==> src/rtl/spi_register_bridge_pkg.sv <==
// Shared definitions for the SPI byte-protocol to register-bus bridge:
// FSM state encoding, command-byte layout and the default status byte.
package spi_bridge_pkg;

    typedef enum logic [2:0] {
        S_CMD,
        S_WR,
        S_RD_REQ,
        S_RD_LOAD,
        S_RD
    } state_t;

    localparam int         CMD_RW_BIT          = 7;
    localparam logic [7:0] DEFAULT_STATUS_BYTE = 8'hA5;

endpackage

==> src/rtl/spi_register_bridge_if.sv <==
// Byte stream (to/from the SPI peripheral) and register bus, named from the
// bridge's point of view. The bridge uses master; the peripheral/register side uses slave.
interface spi_register_bridge_if #(
    parameter int ADDR_W = 7
);
    logic              i_rx_dv;
    logic [7:0]        i_rx_byte;
    logic              o_tx_dv;
    logic [7:0]        o_tx_byte;
    logic              o_reg_wr_en;
    logic              o_reg_rd_en;
    logic [ADDR_W-1:0] o_reg_addr;
    logic [7:0]        o_reg_wdata;
    logic [7:0]        i_reg_rdata;
    logic              o_overrun;

    modport master (
        input  i_rx_dv, i_rx_byte, i_reg_rdata,
        output o_tx_dv, o_tx_byte, o_reg_wr_en, o_reg_rd_en,
               o_reg_addr, o_reg_wdata, o_overrun
    );

    modport slave (
        output i_rx_dv, i_rx_byte, i_reg_rdata,
        input  o_tx_dv, o_tx_byte, o_reg_wr_en, o_reg_rd_en,
               o_reg_addr, o_reg_wdata, o_overrun
    );
endinterface

==> src/rtl/spi_register_bridge_cs_sync.sv <==
// Two-flop synchroniser for the raw SPI chip select plus a one-cycle pulse
// on the rising edge of the synchronised level (end of transaction).
module spi_cs_sync (
    input  logic i_clk,
    input  logic i_reset_n,
    input  logic i_cs_n,
    output logic o_cs_rise
);
    logic r_meta;
    logic r_sync;
    logic r_sync_d;

    // Reset to 1 (deselected) so leaving reset never looks like a cs edge.
    always_ff @(posedge i_clk or negedge i_reset_n) begin
        if (!i_reset_n) begin
            r_meta   <= 1'b1;
            r_sync   <= 1'b1;
            r_sync_d <= 1'b1;
        end else begin
            // NOTE: non-blocking assignments make each stage sample the previous
            // stage's old value, which is what turns these three lines into a shift chain.
            r_meta   <= i_cs_n;
            r_sync   <= r_meta;
            r_sync_d <= r_sync;
        end
    end

    assign o_cs_rise = r_sync & ~r_sync_d;

endmodule

==> src/rtl/spi_register_bridge.sv <==
// Decodes {rw, addr} command bytes from the SPI peripheral into auto-incrementing
// burst writes/reads on a simple register bus and returns read data as tx bytes.
module spi_register_bridge
    import spi_bridge_pkg::*;
#(
    parameter int         ADDR_W      = 7,
    parameter logic [7:0] STATUS_BYTE = DEFAULT_STATUS_BYTE
) (
    input  logic                  i_clk,
    input  logic                  i_reset_n,
    input  logic                  i_spi_cs_n,
    spi_register_bridge_if.master bus
);
    state_t            r_state;
    logic              r_init;
    logic [ADDR_W-1:0] r_addr;
    logic              r_tx_dv;
    logic [7:0]        r_tx_byte;
    logic              r_wr_en;
    logic              r_rd_en;
    logic [ADDR_W-1:0] r_reg_addr;
    logic [7:0]        r_wdata;
    logic              r_overrun;

    state_t            w_state_nx;
    logic [ADDR_W-1:0] w_addr_nx;
    logic              w_tx_dv_nx;
    logic [7:0]        w_tx_byte_nx;
    logic              w_wr_en_nx;
    logic              w_rd_en_nx;
    logic [ADDR_W-1:0] w_reg_addr_nx;
    logic [7:0]        w_wdata_nx;
    logic              w_overrun_nx;
    logic              w_cs_rise;
    logic [ADDR_W-1:0] w_cmd_addr;

    spi_cs_sync u_cs_sync (
        .i_clk     (i_clk),
        .i_reset_n (i_reset_n),
        .i_cs_n    (i_spi_cs_n),
        .o_cs_rise (w_cs_rise)
    );

    assign w_cmd_addr = bus.i_rx_byte[ADDR_W-1:0];

    always_comb begin
        // NOTE: every signal gets a default before the branches; a path that
        // leaves one unassigned would infer a latch.
        w_state_nx    = r_state;
        w_addr_nx     = r_addr;
        w_tx_dv_nx    = 1'b0;
        w_tx_byte_nx  = r_tx_byte;
        w_wr_en_nx    = 1'b0;
        w_rd_en_nx    = 1'b0;
        w_reg_addr_nx = r_reg_addr;
        w_wdata_nx    = r_wdata;
        w_overrun_nx  = r_overrun;

        if (r_init) begin
            w_tx_dv_nx   = 1'b1;
            w_tx_byte_nx = STATUS_BYTE;
        end else if (w_cs_rise) begin
            // End of transaction beats any byte arriving in the same cycle.
            w_state_nx   = S_CMD;
            w_tx_dv_nx   = 1'b1;
            w_tx_byte_nx = STATUS_BYTE;
        end else begin
            unique case (r_state)
                S_CMD: begin
                    if (bus.i_rx_dv) begin
                        w_addr_nx = w_cmd_addr;
                        if (bus.i_rx_byte[CMD_RW_BIT]) begin
                            // Read strobe leaves with the command so data is back by N+3.
                            w_state_nx    = S_RD_REQ;
                            w_rd_en_nx    = 1'b1;
                            w_reg_addr_nx = w_cmd_addr;
                        end else begin
                            w_state_nx = S_WR;
                        end
                    end
                end
                S_WR: begin
                    if (bus.i_rx_dv) begin
                        w_wr_en_nx    = 1'b1;
                        w_reg_addr_nx = r_addr;
                        w_wdata_nx    = bus.i_rx_byte;
                        w_addr_nx     = r_addr + 1'b1;
                    end
                end
                S_RD_REQ: begin
                    w_state_nx = S_RD_LOAD;
                    if (bus.i_rx_dv) w_overrun_nx = 1'b1;
                end
                S_RD_LOAD: begin
                    w_state_nx   = S_RD;
                    w_tx_dv_nx   = 1'b1;
                    w_tx_byte_nx = bus.i_reg_rdata;
                    w_addr_nx    = r_addr + 1'b1;
                    if (bus.i_rx_dv) w_overrun_nx = 1'b1;
                end
                S_RD: begin
                    if (bus.i_rx_dv) begin
                        w_state_nx    = S_RD_REQ;
                        w_rd_en_nx    = 1'b1;
                        w_reg_addr_nx = r_addr;
                    end
                end
                default: w_state_nx = S_CMD;
            endcase
        end
    end

    always_ff @(posedge i_clk or negedge i_reset_n) begin
        if (!i_reset_n) begin
            r_state    <= S_CMD;
            r_init     <= 1'b1;
            r_addr     <= '0;
            r_tx_dv    <= 1'b0;
            r_tx_byte  <= '0;
            r_wr_en    <= 1'b0;
            r_rd_en    <= 1'b0;
            r_reg_addr <= '0;
            r_wdata    <= '0;
            r_overrun  <= 1'b0;
        end else begin
            r_state    <= w_state_nx;
            r_init     <= 1'b0;
            r_addr     <= w_addr_nx;
            r_tx_dv    <= w_tx_dv_nx;
            r_tx_byte  <= w_tx_byte_nx;
            r_wr_en    <= w_wr_en_nx;
            r_rd_en    <= w_rd_en_nx;
            r_reg_addr <= w_reg_addr_nx;
            r_wdata    <= w_wdata_nx;
            r_overrun  <= w_overrun_nx;
        end
    end

    assign bus.o_tx_dv     = r_tx_dv;
    assign bus.o_tx_byte   = r_tx_byte;
    assign bus.o_reg_wr_en = r_wr_en;
    assign bus.o_reg_rd_en = r_rd_en;
    assign bus.o_reg_addr  = r_reg_addr;
    assign bus.o_reg_wdata = r_wdata;
    assign bus.o_overrun   = r_overrun;

endmodule

==> src/flat_wrapper.sv <==
// flat-port wrapper written by rule: the top's interface ports become plain ports
module spi_register_bridge_flat import spi_bridge_pkg::*;
#(
    parameter int         ADDR_W      = 7,
    parameter logic [7:0] STATUS_BYTE = DEFAULT_STATUS_BYTE
)
  (i_clk, i_reset_n, i_spi_cs_n, bus_i_rx_dv, bus_i_rx_byte, bus_i_reg_rdata, bus_o_tx_dv, bus_o_tx_byte, bus_o_reg_wr_en, bus_o_reg_rd_en, bus_o_reg_addr, bus_o_reg_wdata, bus_o_overrun);
  spi_register_bridge_if #(.ADDR_W(ADDR_W)) bus_i ();
  input  logic i_clk;
  input  logic i_reset_n;
  input  logic i_spi_cs_n;
  input wire logic [$bits(bus_i.i_rx_dv)-1:0] bus_i_rx_dv;
  input wire logic [$bits(bus_i.i_rx_byte)-1:0] bus_i_rx_byte;
  input wire logic [$bits(bus_i.i_reg_rdata)-1:0] bus_i_reg_rdata;
  output wire logic [$bits(bus_i.o_tx_dv)-1:0] bus_o_tx_dv;
  output wire logic [$bits(bus_i.o_tx_byte)-1:0] bus_o_tx_byte;
  output wire logic [$bits(bus_i.o_reg_wr_en)-1:0] bus_o_reg_wr_en;
  output wire logic [$bits(bus_i.o_reg_rd_en)-1:0] bus_o_reg_rd_en;
  output wire logic [$bits(bus_i.o_reg_addr)-1:0] bus_o_reg_addr;
  output wire logic [$bits(bus_i.o_reg_wdata)-1:0] bus_o_reg_wdata;
  output wire logic [$bits(bus_i.o_overrun)-1:0] bus_o_overrun;
  assign bus_i.i_rx_dv = bus_i_rx_dv;
  assign bus_i.i_rx_byte = bus_i_rx_byte;
  assign bus_i.i_reg_rdata = bus_i_reg_rdata;
  assign bus_o_tx_dv = bus_i.o_tx_dv;
  assign bus_o_tx_byte = bus_i.o_tx_byte;
  assign bus_o_reg_wr_en = bus_i.o_reg_wr_en;
  assign bus_o_reg_rd_en = bus_i.o_reg_rd_en;
  assign bus_o_reg_addr = bus_i.o_reg_addr;
  assign bus_o_reg_wdata = bus_i.o_reg_wdata;
  assign bus_o_overrun = bus_i.o_overrun;
  spi_register_bridge #(.ADDR_W(ADDR_W), .STATUS_BYTE(STATUS_BYTE)) u_core (.i_clk(i_clk), .i_reset_n(i_reset_n), .i_spi_cs_n(i_spi_cs_n), .bus(bus_i));
endmodule
==> config.mk <==
export PLATFORM = sky130hd
export DESIGN_NAME = spi_register_bridge_flat
export DESIGN_NICKNAME = d
export VERILOG_FILES = /design/src/rtl/spi_register_bridge_pkg.sv /design/src/rtl/spi_register_bridge_if.sv /design/src/rtl/spi_register_bridge_cs_sync.sv /design/src/rtl/spi_register_bridge.sv /design/src/flat_wrapper.sv
export SDC_FILE = /design/constraint.sdc
export NUM_CORES = 1
export LEC_CHECK = 0
export BUFFER_PORTS_ARGS = -buffer_cell sky130_fd_sc_hd__buf_2
export CAP_MARGIN = 15
export CELL_PAD_IN_SITES_DETAIL_PLACEMENT = 1
export CELL_PAD_IN_SITES_GLOBAL_PLACEMENT = 1
export CORE_ASPECT_RATIO = 1.25
export CORE_MARGIN = 1.5
export CORE_UTILIZATION = 41
export DETAILED_ROUTE_END_ITERATION = 8
export HOLD_SLACK_MARGIN = 0.12
export MAX_ROUTING_LAYER = met4
export PLACE_DENSITY_LB_ADDON = 0.1
export SETUP_SLACK_MARGIN = 0.1
export SYNTH_ARGS = -nofsm -noshare
export SYNTH_HDL_FRONTEND = slang
export SYNTH_SLANG_ARGS = --single-unit
==> constraint.sdc <==
create_clock -name i_clk -period 1.9 [get_ports i_clk]
set_input_delay 0.19 -clock i_clk [delete_from_list [all_inputs] [get_ports i_clk]]
set_output_delay 0.19 -clock i_clk [all_outputs]
set_load 0.02 [all_outputs]
==> impl_metrics.toml, run 1 <==
[sta]
worst_slack_ns = 0.198
setup_viol = 0
timing.setup.tns_ns = 0
fin_skew_ns = 0.0129
max_clock_freq_ghz = 0.588
fin_worst_hold_slack_ns = 0.127
timing.final.max_slew_violations = 0
final_min_period_over_clock_period_pct = 89.6
report.final.hold_viol_count = 0
grt_setup_unrepaired = "false"
post-route-min-period_ns = 1.70

[critical_path]
worstPathCellList = "nand2b_1 -> a21oi_4 -> mux2_2 -> mux2_2"
data_arrival_critical_path_ns = 1.88
critical_path_depth = 4
critical_path_peak_fanout = 11
r2r-start = "u_core.r_state[0]$_DFFE_PN0P_"
worst-r2r-cell-count = 4
timing.reg2reg.setup_slack_ns = 0.20
critPathCaptureType = "flip-flop"
critical_path_buf_inv_count = 0
crit_path_category = "reg2reg"
maximum_single_stage_delay_on_the_critical_path_ns = 0.48
cp-startpoint = "u_core.r_state[0]$_DFFE_PN0P_"
worst_ep_required_time_ns = 2.08
crit_slowest_cell = "sky130_fd_sc_hd__dfrtp_2"
crit_end = "u_core.bus.o_reg_addr[1]$_DFFE_PN0P_"
critical-path-top-delay-family = "multiplexers"
critPathLaunchType = "flip-flop"
critical-path-top-cell-by-count = "sky130_fd_sc_hd__mux2_2"
crit-reg2reg-capture = "u_core.bus.o_reg_addr[1]$_DFFE_PN0P_"

[detailed_routing]
final_antenna_net_count = 0
drt-pass1-iter-count = 4
wl_per_cell_um = 16.0
avgViaCountPerCell = 5.14
route.detailed.drc = 0
drtIter0Drc = 65
drt-total-wl_um = 4350
vias = 1394

[clocking]
htreeDepth = 2
clk_root_buffer_cell = "sky130_fd_sc_hd__clkbuf_8"
tritoncts_clock_tree = "done"
path_clk_slew_ns = 0.08
numClockSinks = 41
cts-buffers-inserted = 5
post_cts.repair.setup_buffers = 0
clock_latency_ns = 0.30
cts_buffer_depth = 2

[floorplanning]
die_width_um = 64.0
initial_utilization_pct = 43.0
die_footprint_sq_um = 5060
die_height_um = 79.2
floorplan.io_pins = 47
placementRows = 27
coreArea_sq_um = 4430

[final_layout]
fin_util_pct = 53.8
final_layout_size_suffix_gt1_share_pct = 45.1
num_antenna_cells = 0
finalNetCount = 233
fin_cells = 271
fin_area_sq_um = 2380
syn2layout_area_growth_pct = 25.0

[placement]
detailedPlacementHpwl_um = 3050
rd_place_congestion = 0.834
placement.cell_area_sq_um = 2200
pre_cts_slack_ns = 0.137
placed_cells = 254
io_buffer_count = 46

[power]
power.leakage_nw = 1.09
power.total_mw = 3.55
power_per_cell_area_nw_per_um2 = 1490
ir_worst_vdd_v = 0.000525

[global_route]
grt_start_max_net_pins = 42
global_route.usage.total_pct = 18.6
first_global_vias = 1547
grt_pass1_wl_um = 7120
leftover_overflow_at_the_end_of_global_routing = 0
grt_antenna_before_repair = 0

[yosys]
cell_area_after_synthesis_sq_um = 1900
mappedNetlistNets = 172
synth_simple_gate_area_share_pct = 11.4
synth_compound_gate_area_share_pct = 12.7
synth-seq-area-share_pct = 54.1
synth_cells = 151
synthMuxAreaShare_pct = 16.8
post_synth_xor_area_fraction_pct = 0
avgSynthCellArea_sq_um = 12.6
post_synth_fa_ha_maj_area_fraction_pct = 0.657
synth.ff_latch_count = 41
synthesis.yosys.warnings = 0
largest_family_of_logic_cells_by_synthesized_area = "multiplexers"
synth.lib_cells_used.distinct = 37

[status]
status = "completed"

[min_path]
timing.hold.worst.class = "in2reg"
worstHoldStart = "bus_i_reg_rdata[6]"
min_path_cells = 2

[flow_run]
count_of_maximum_capacitance_violations = 0
placed cells by master, fill, tap and decap left out, types with 2 or more instances in the layout:
| master | count |
|---|---|
| sky130_fd_sc_hd__buf_4 | 5 |
| sky130_fd_sc_hd__o22a_1 | 5 |
| sky130_fd_sc_hd__nor2_1 | 4 |
| sky130_fd_sc_hd__o21ai_0 | 2 |
| sky130_fd_sc_hd__o22ai_1 | 3 |
| sky130_fd_sc_hd__clkbuf_8 | 5 |
| sky130_fd_sc_hd__a31oi_1 | 3 |
| sky130_fd_sc_hd__mux2_4 | 8 |
| sky130_fd_sc_hd__buf_2 | 46 |
| sky130_fd_sc_hd__a22o_1 | 4 |
| sky130_fd_sc_hd__nand3_1 | 6 |
| sky130_fd_sc_hd__nand2b_1 | 3 |
| sky130_fd_sc_hd__nand2_1 | 14 |
| sky130_fd_sc_hd__dfstp_2 | 4 |
| sky130_fd_sc_hd__dfrtp_1 | 36 |
| sky130_fd_sc_hd__inv_1 | 4 |
| sky130_fd_sc_hd__dlygate4sd3_1 | 8 |
| sky130_fd_sc_hd__a21oi_1 | 9 |
| sky130_fd_sc_hd__nor3_1 | 4 |
| sky130_fd_sc_hd__mux2i_1 | 2 |
| sky130_fd_sc_hd__mux2_2 | 15 |
| sky130_fd_sc_hd__clkinv_2 | 2 |
synth_stat cells, drive strengths merged:
library cell / n / area, sq um
nand2: 14 / 52.6
a2111oi: 1 / 8.76
a31o: 1 / 8.76
inv: 4 / 15.0
o22ai: 3 / 18.8
buf: 7 / 62.6
nor3: 4 / 20.0
mux2i: 2 / 20.0
nand2b: 3 / 18.8
a21oi: 10 / 61.3
and4: 1 / 11.3
ha: 1 / 12.5
mux2: 24 / 300
a22o: 4 / 35.0
o21ai: 2 / 10.0
nor4: 1 / 21.3
and2b: 2 / 17.5
o22a: 5 / 43.8
or3: 1 / 6.26
dfstp: 4 / 105
dfrtp: 37 / 926
nor2: 5 / 21.3
nand3: 6 / 30.0
o31ai: 2 / 28.8
a211oi: 1 / 7.51
and2: 1 / 6.26
a31oi: 3 / 18.8
nand4: 1 / 12.5
conb: 1 / 3.75
cell families (layout without fill, tap and decap cells):
logic type / count (synthesis) / in the layout
compound gates: 32 / 32
fa+ha+maj: 1 / 1
buf+inv: 11 / 72
flops: 41 / 41
mux: 26 / 26
other cells: 1 / 1
simple gates: 39 / 40
registers in the layout, summed over array words and instances (netlist names):
register and flops:
u_core.r_addr 7, u_core.u_cs_sync.r_sync_d 1, u_core.r_init 1, u_core.bus.o_reg_wr_en 1
u_core.bus.o_tx_byte 8, u_core.r_state 3, u_core.bus.o_overrun 1, u_core.bus.o_reg_rd_en 1
u_core.bus.o_reg_addr 7, u_core.bus.o_tx_dv 1, u_core.u_cs_sync.r_sync 1, u_core.u_cs_sync.r_meta 1
u_core.bus.o_reg_wdata 8
what timing repair did:
item                                    in CTS  in global routing
endpoints found under the hold margin       48                  0
hold buffers                                 8                  0
endpoints found under the setup margin       0                 17
resized for setup                            0                  2
how the worst min path moves through the flow:
stage / slack (ns) / endpoint
floorplan: -0.11 / u_core.bus.o_overrun$_DFFE_PN0P_
global placement: 0.18 / u_core.bus.o_reg_wdata[6]$_DFFE_PN0P_
detailed placement: 0.19 / u_core.bus.o_reg_addr[6]$_DFFE_PN0P_
CTS: 0.12 / u_core.bus.o_tx_byte[6]$_DFFE_PN0P_
global route: 0.13 / u_core.bus.o_tx_byte[4]$_DFFE_PN0P_
finish: 0.13 / u_core.bus.o_tx_byte[6]$_DFFE_PN0P_
routing by layer:
layer	part of all wire [%]	track usage (%)	wire length [um]	vias to the layer above
li1	-	-	-	668
met1	41	20.4	1790	689
met2	54	33.9	2360	32
met3	3.0	3.82	132	5
met4	1.4	5.22	59	0
met5	0	-	0	-
layout make-up:
type / count / area (sq um)
Clock inverter: 2 / 10.0
Timing Repair Buffer: 60 / 368
Sequential cell: 41 / 1030
Fill cell: 489 / 2040
Tap cell: 58 / 72.6
Clock buffer: 6 / 72.6
Multi-Input combinational cell: 100 / 811
Inverter: 4 / 15.0
where the power goes:
part / switching, mW / internal (mW) / leakage (nW)
logic: 0.841 / 0.713 / 0.561
clock network: 0.298 / 0.255 / 0.0450
registers: 0.259 / 1.18 / 0.479
No activity file was read; power rests on OpenSTA's default activity.
==> run 2, diff against run 1 <==
CELL_PAD_IN_SITES_DETAIL_PLACEMENT = default   (was 1)
CELL_PAD_IN_SITES_GLOBAL_PLACEMENT = default   (was 1)
CORE_UTILIZATION = 52   (was 41)
PLACE_DENSITY = 0.78   (was default)
PLACE_DENSITY_LB_ADDON = default   (was 0.1)
==> impl_metrics.toml, run 2 (synthesized netlist as in run 1, its figures left out) <==
[status]
status = "completed"

[min_path]
timing.hold.worst.class = "in2reg"
min_path_cells = 2
holdPathEnd = "u_core.bus.o_tx_byte[4]$_DFFE_PN0P_"
worstHoldStart = "bus_i_reg_rdata[4]"

[detailed_routing]
avgViaCountPerCell = 5.45
drt-total-wl_um = 4010
wl_per_cell_um = 15.9
vias = 1374
route.detailed.drc = 0
drtIter0Drc = 19
final_antenna_net_count = 0
drt-pass1-iter-count = 4

[sta]
grt_setup_unrepaired = "true"
timing.final.max_slew_violations = 0
max_clock_freq_ghz = 0.578
final_min_period_over_clock_period_pct = 91.1
timing.setup.tns_ns = 0
setup_viol = 0
report.final.hold_viol_count = 0
fin_worst_hold_slack_ns = 0.124
fin_skew_ns = 0.00535
post-route-min-period_ns = 1.73

[critical_path]
critPathCaptureType = "flip-flop"
r2r-start = "u_core.u_cs_sync.r_sync_d$_DFF_PN1_"
data_arrival_critical_path_ns = 1.91
crit_path_category = "reg2reg"
timing.reg2reg.setup_slack_ns = 0.17
critical_path_peak_fanout = 9
worst-r2r-cell-count = 4
critPathLaunchType = "flip-flop"
worst_ep_required_time_ns = 2.08
crit-reg2reg-capture = "u_core.bus.o_reg_wdata[1]$_DFFE_PN0P_"

[final_layout]
final_layout_size_suffix_gt1_share_pct = 44.6
num_antenna_cells = 0
fin_util_pct = 67.6
final_common_cell = "sky130_fd_sc_hd__buf_2"
finalNetCount = 233
fin_area_sq_um = 2350
layout.cells.most_common_list = "46 x sky130_fd_sc_hd__buf_2, 37 x sky130_fd_sc_hd__dfrtp_1, 15 x sky130_fd_sc_hd__mux2_2"
layout.filler_cells = 261
syn2layout_area_growth_pct = 23.6
final-seq-area_sq_um = 1030
multi_input_area_sq_um = 796

[floorplanning]
initial_utilization_pct = 54.7
coreArea_sq_um = 3480
die_width_um = 57.1
placementRows = 24
die_height_um = 70.7
die_footprint_sq_um = 4040
floorplan.io_pins = 47

[flow_run]
count_of_maximum_capacitance_violations = 0

[clocking]
htreeDepth = 2
clock_latency_ns = 0.30
numClockSinks = 41
cts_buffer_depth = 2
tritoncts_clock_tree = "done"
ctsResizeCount = 0
path_clk_slew_ns = 0.08
clk_root_buffer_cell = "sky130_fd_sc_hd__clkbuf_8"
cts-buffers-inserted = 5

[placement]
rd_place_congestion = 0.909
placement.cell_area_sq_um = 2190
io_buffer_count = 46
detailedPlacementHpwl_um = 2820

[global_route]
grt_antenna_before_repair = 0
first_global_vias = 1446
leftover_overflow_at_the_end_of_global_routing = 0
global_route.usage.total_pct = 22.6
grt_pass1_wl_um = 6720
grt_start_max_net_pins = 42

[power]
power_per_cell_area_nw_per_um2 = 1510
ir_worst_vdd_v = 0.000927
power.leakage_nw = 1.08
power.total_mw = 3.55
## run 2: cell types whose count changed in the layout (fill, tap and decap cells not counted), sizes merged
cell | before | now
clkinvlp | 0 | 2
clkinv | 2 | 0
buf | 52 | 53
and4 | 2 | 1
## run 2: final cells by class
cell class,instances,share of cell area [%]
Clock buffer,6,3.08
Clock inverter,2,0.638
Inverter,4,0.638
Multi-Input combinational cell,99,33.8
Sequential cell,41,43.8
Tap cell,39,2.07
Timing Repair Buffer,61,15.9
## run 2: layer usage
layer,up-vias,wire (um),global-route usage (%)
met5,-,0,-
met4,0,85,10.6
met3,7,175,4.75
met2,36,2060,37.5
met1,666,1690,26.0
li1,665,-,-
## run 2: worst max-delay path, cell delays in order, from the launching register on
cell and delay, ns:
sky130_fd_sc_hd__dfstp_2 0.51, sky130_fd_sc_hd__and2b_4 0.21, sky130_fd_sc_hd__nor2_2 0.19, sky130_fd_sc_hd__and4_4 0.38, sky130_fd_sc_hd__mux2_4 0.32
## run 2: metrics by stage
stage               std cells  setup WS [ns]
CTS                       252          0.171
global route              252         0.0949
finish                    252          0.170
detailed placement        236          0.190
floorplan                 151          0.251
global placement          236          0.226
## run 2: worst max-delay path by stage
stage / start / end / slack, ns / cells after the start
global placement: u_core.u_cs_sync.r_sync_d$_DFF_PN1_ / u_core.bus.o_reg_wdata[1]$_DFFE_PN0P_ / 0.23 / 4
finish: u_core.u_cs_sync.r_sync_d$_DFF_PN1_ / u_core.bus.o_reg_wdata[1]$_DFFE_PN0P_ / 0.17 / 4
CTS: u_core.u_cs_sync.r_sync_d$_DFF_PN1_ / u_core.bus.o_reg_wdata[1]$_DFFE_PN0P_ / 0.17 / 4
floorplan: u_core.u_cs_sync.r_sync_d$_DFF_PN1_ / u_core.bus.o_reg_wdata[0]$_DFFE_PN0P_ / 0.25 / 5
global route: u_core.r_state[0]$_DFFE_PN0P_ / u_core.bus.o_reg_addr[4]$_DFFE_PN0P_ / 0.09 / 5
detailed placement: u_core.u_cs_sync.r_sync_d$_DFF_PN1_ / u_core.bus.o_reg_wdata[1]$_DFFE_PN0P_ / 0.19 / 4
## run 2: power by group
group          switching [mW]  leakage (nW)  internal [mW]  total (mW)
clock network           0.298        0.0374          0.258       0.556
logic                   0.859         0.562          0.713        1.57
registers               0.243         0.480           1.18        1.42
total                    1.40          1.08           2.15        3.55
## run 2: what timing repair did
item	in CTS	in global routing
buffers inserted	0	0
hold buffers	8	0
endpoints found under the setup margin	0	2
endpoints found under the hold margin	48	0
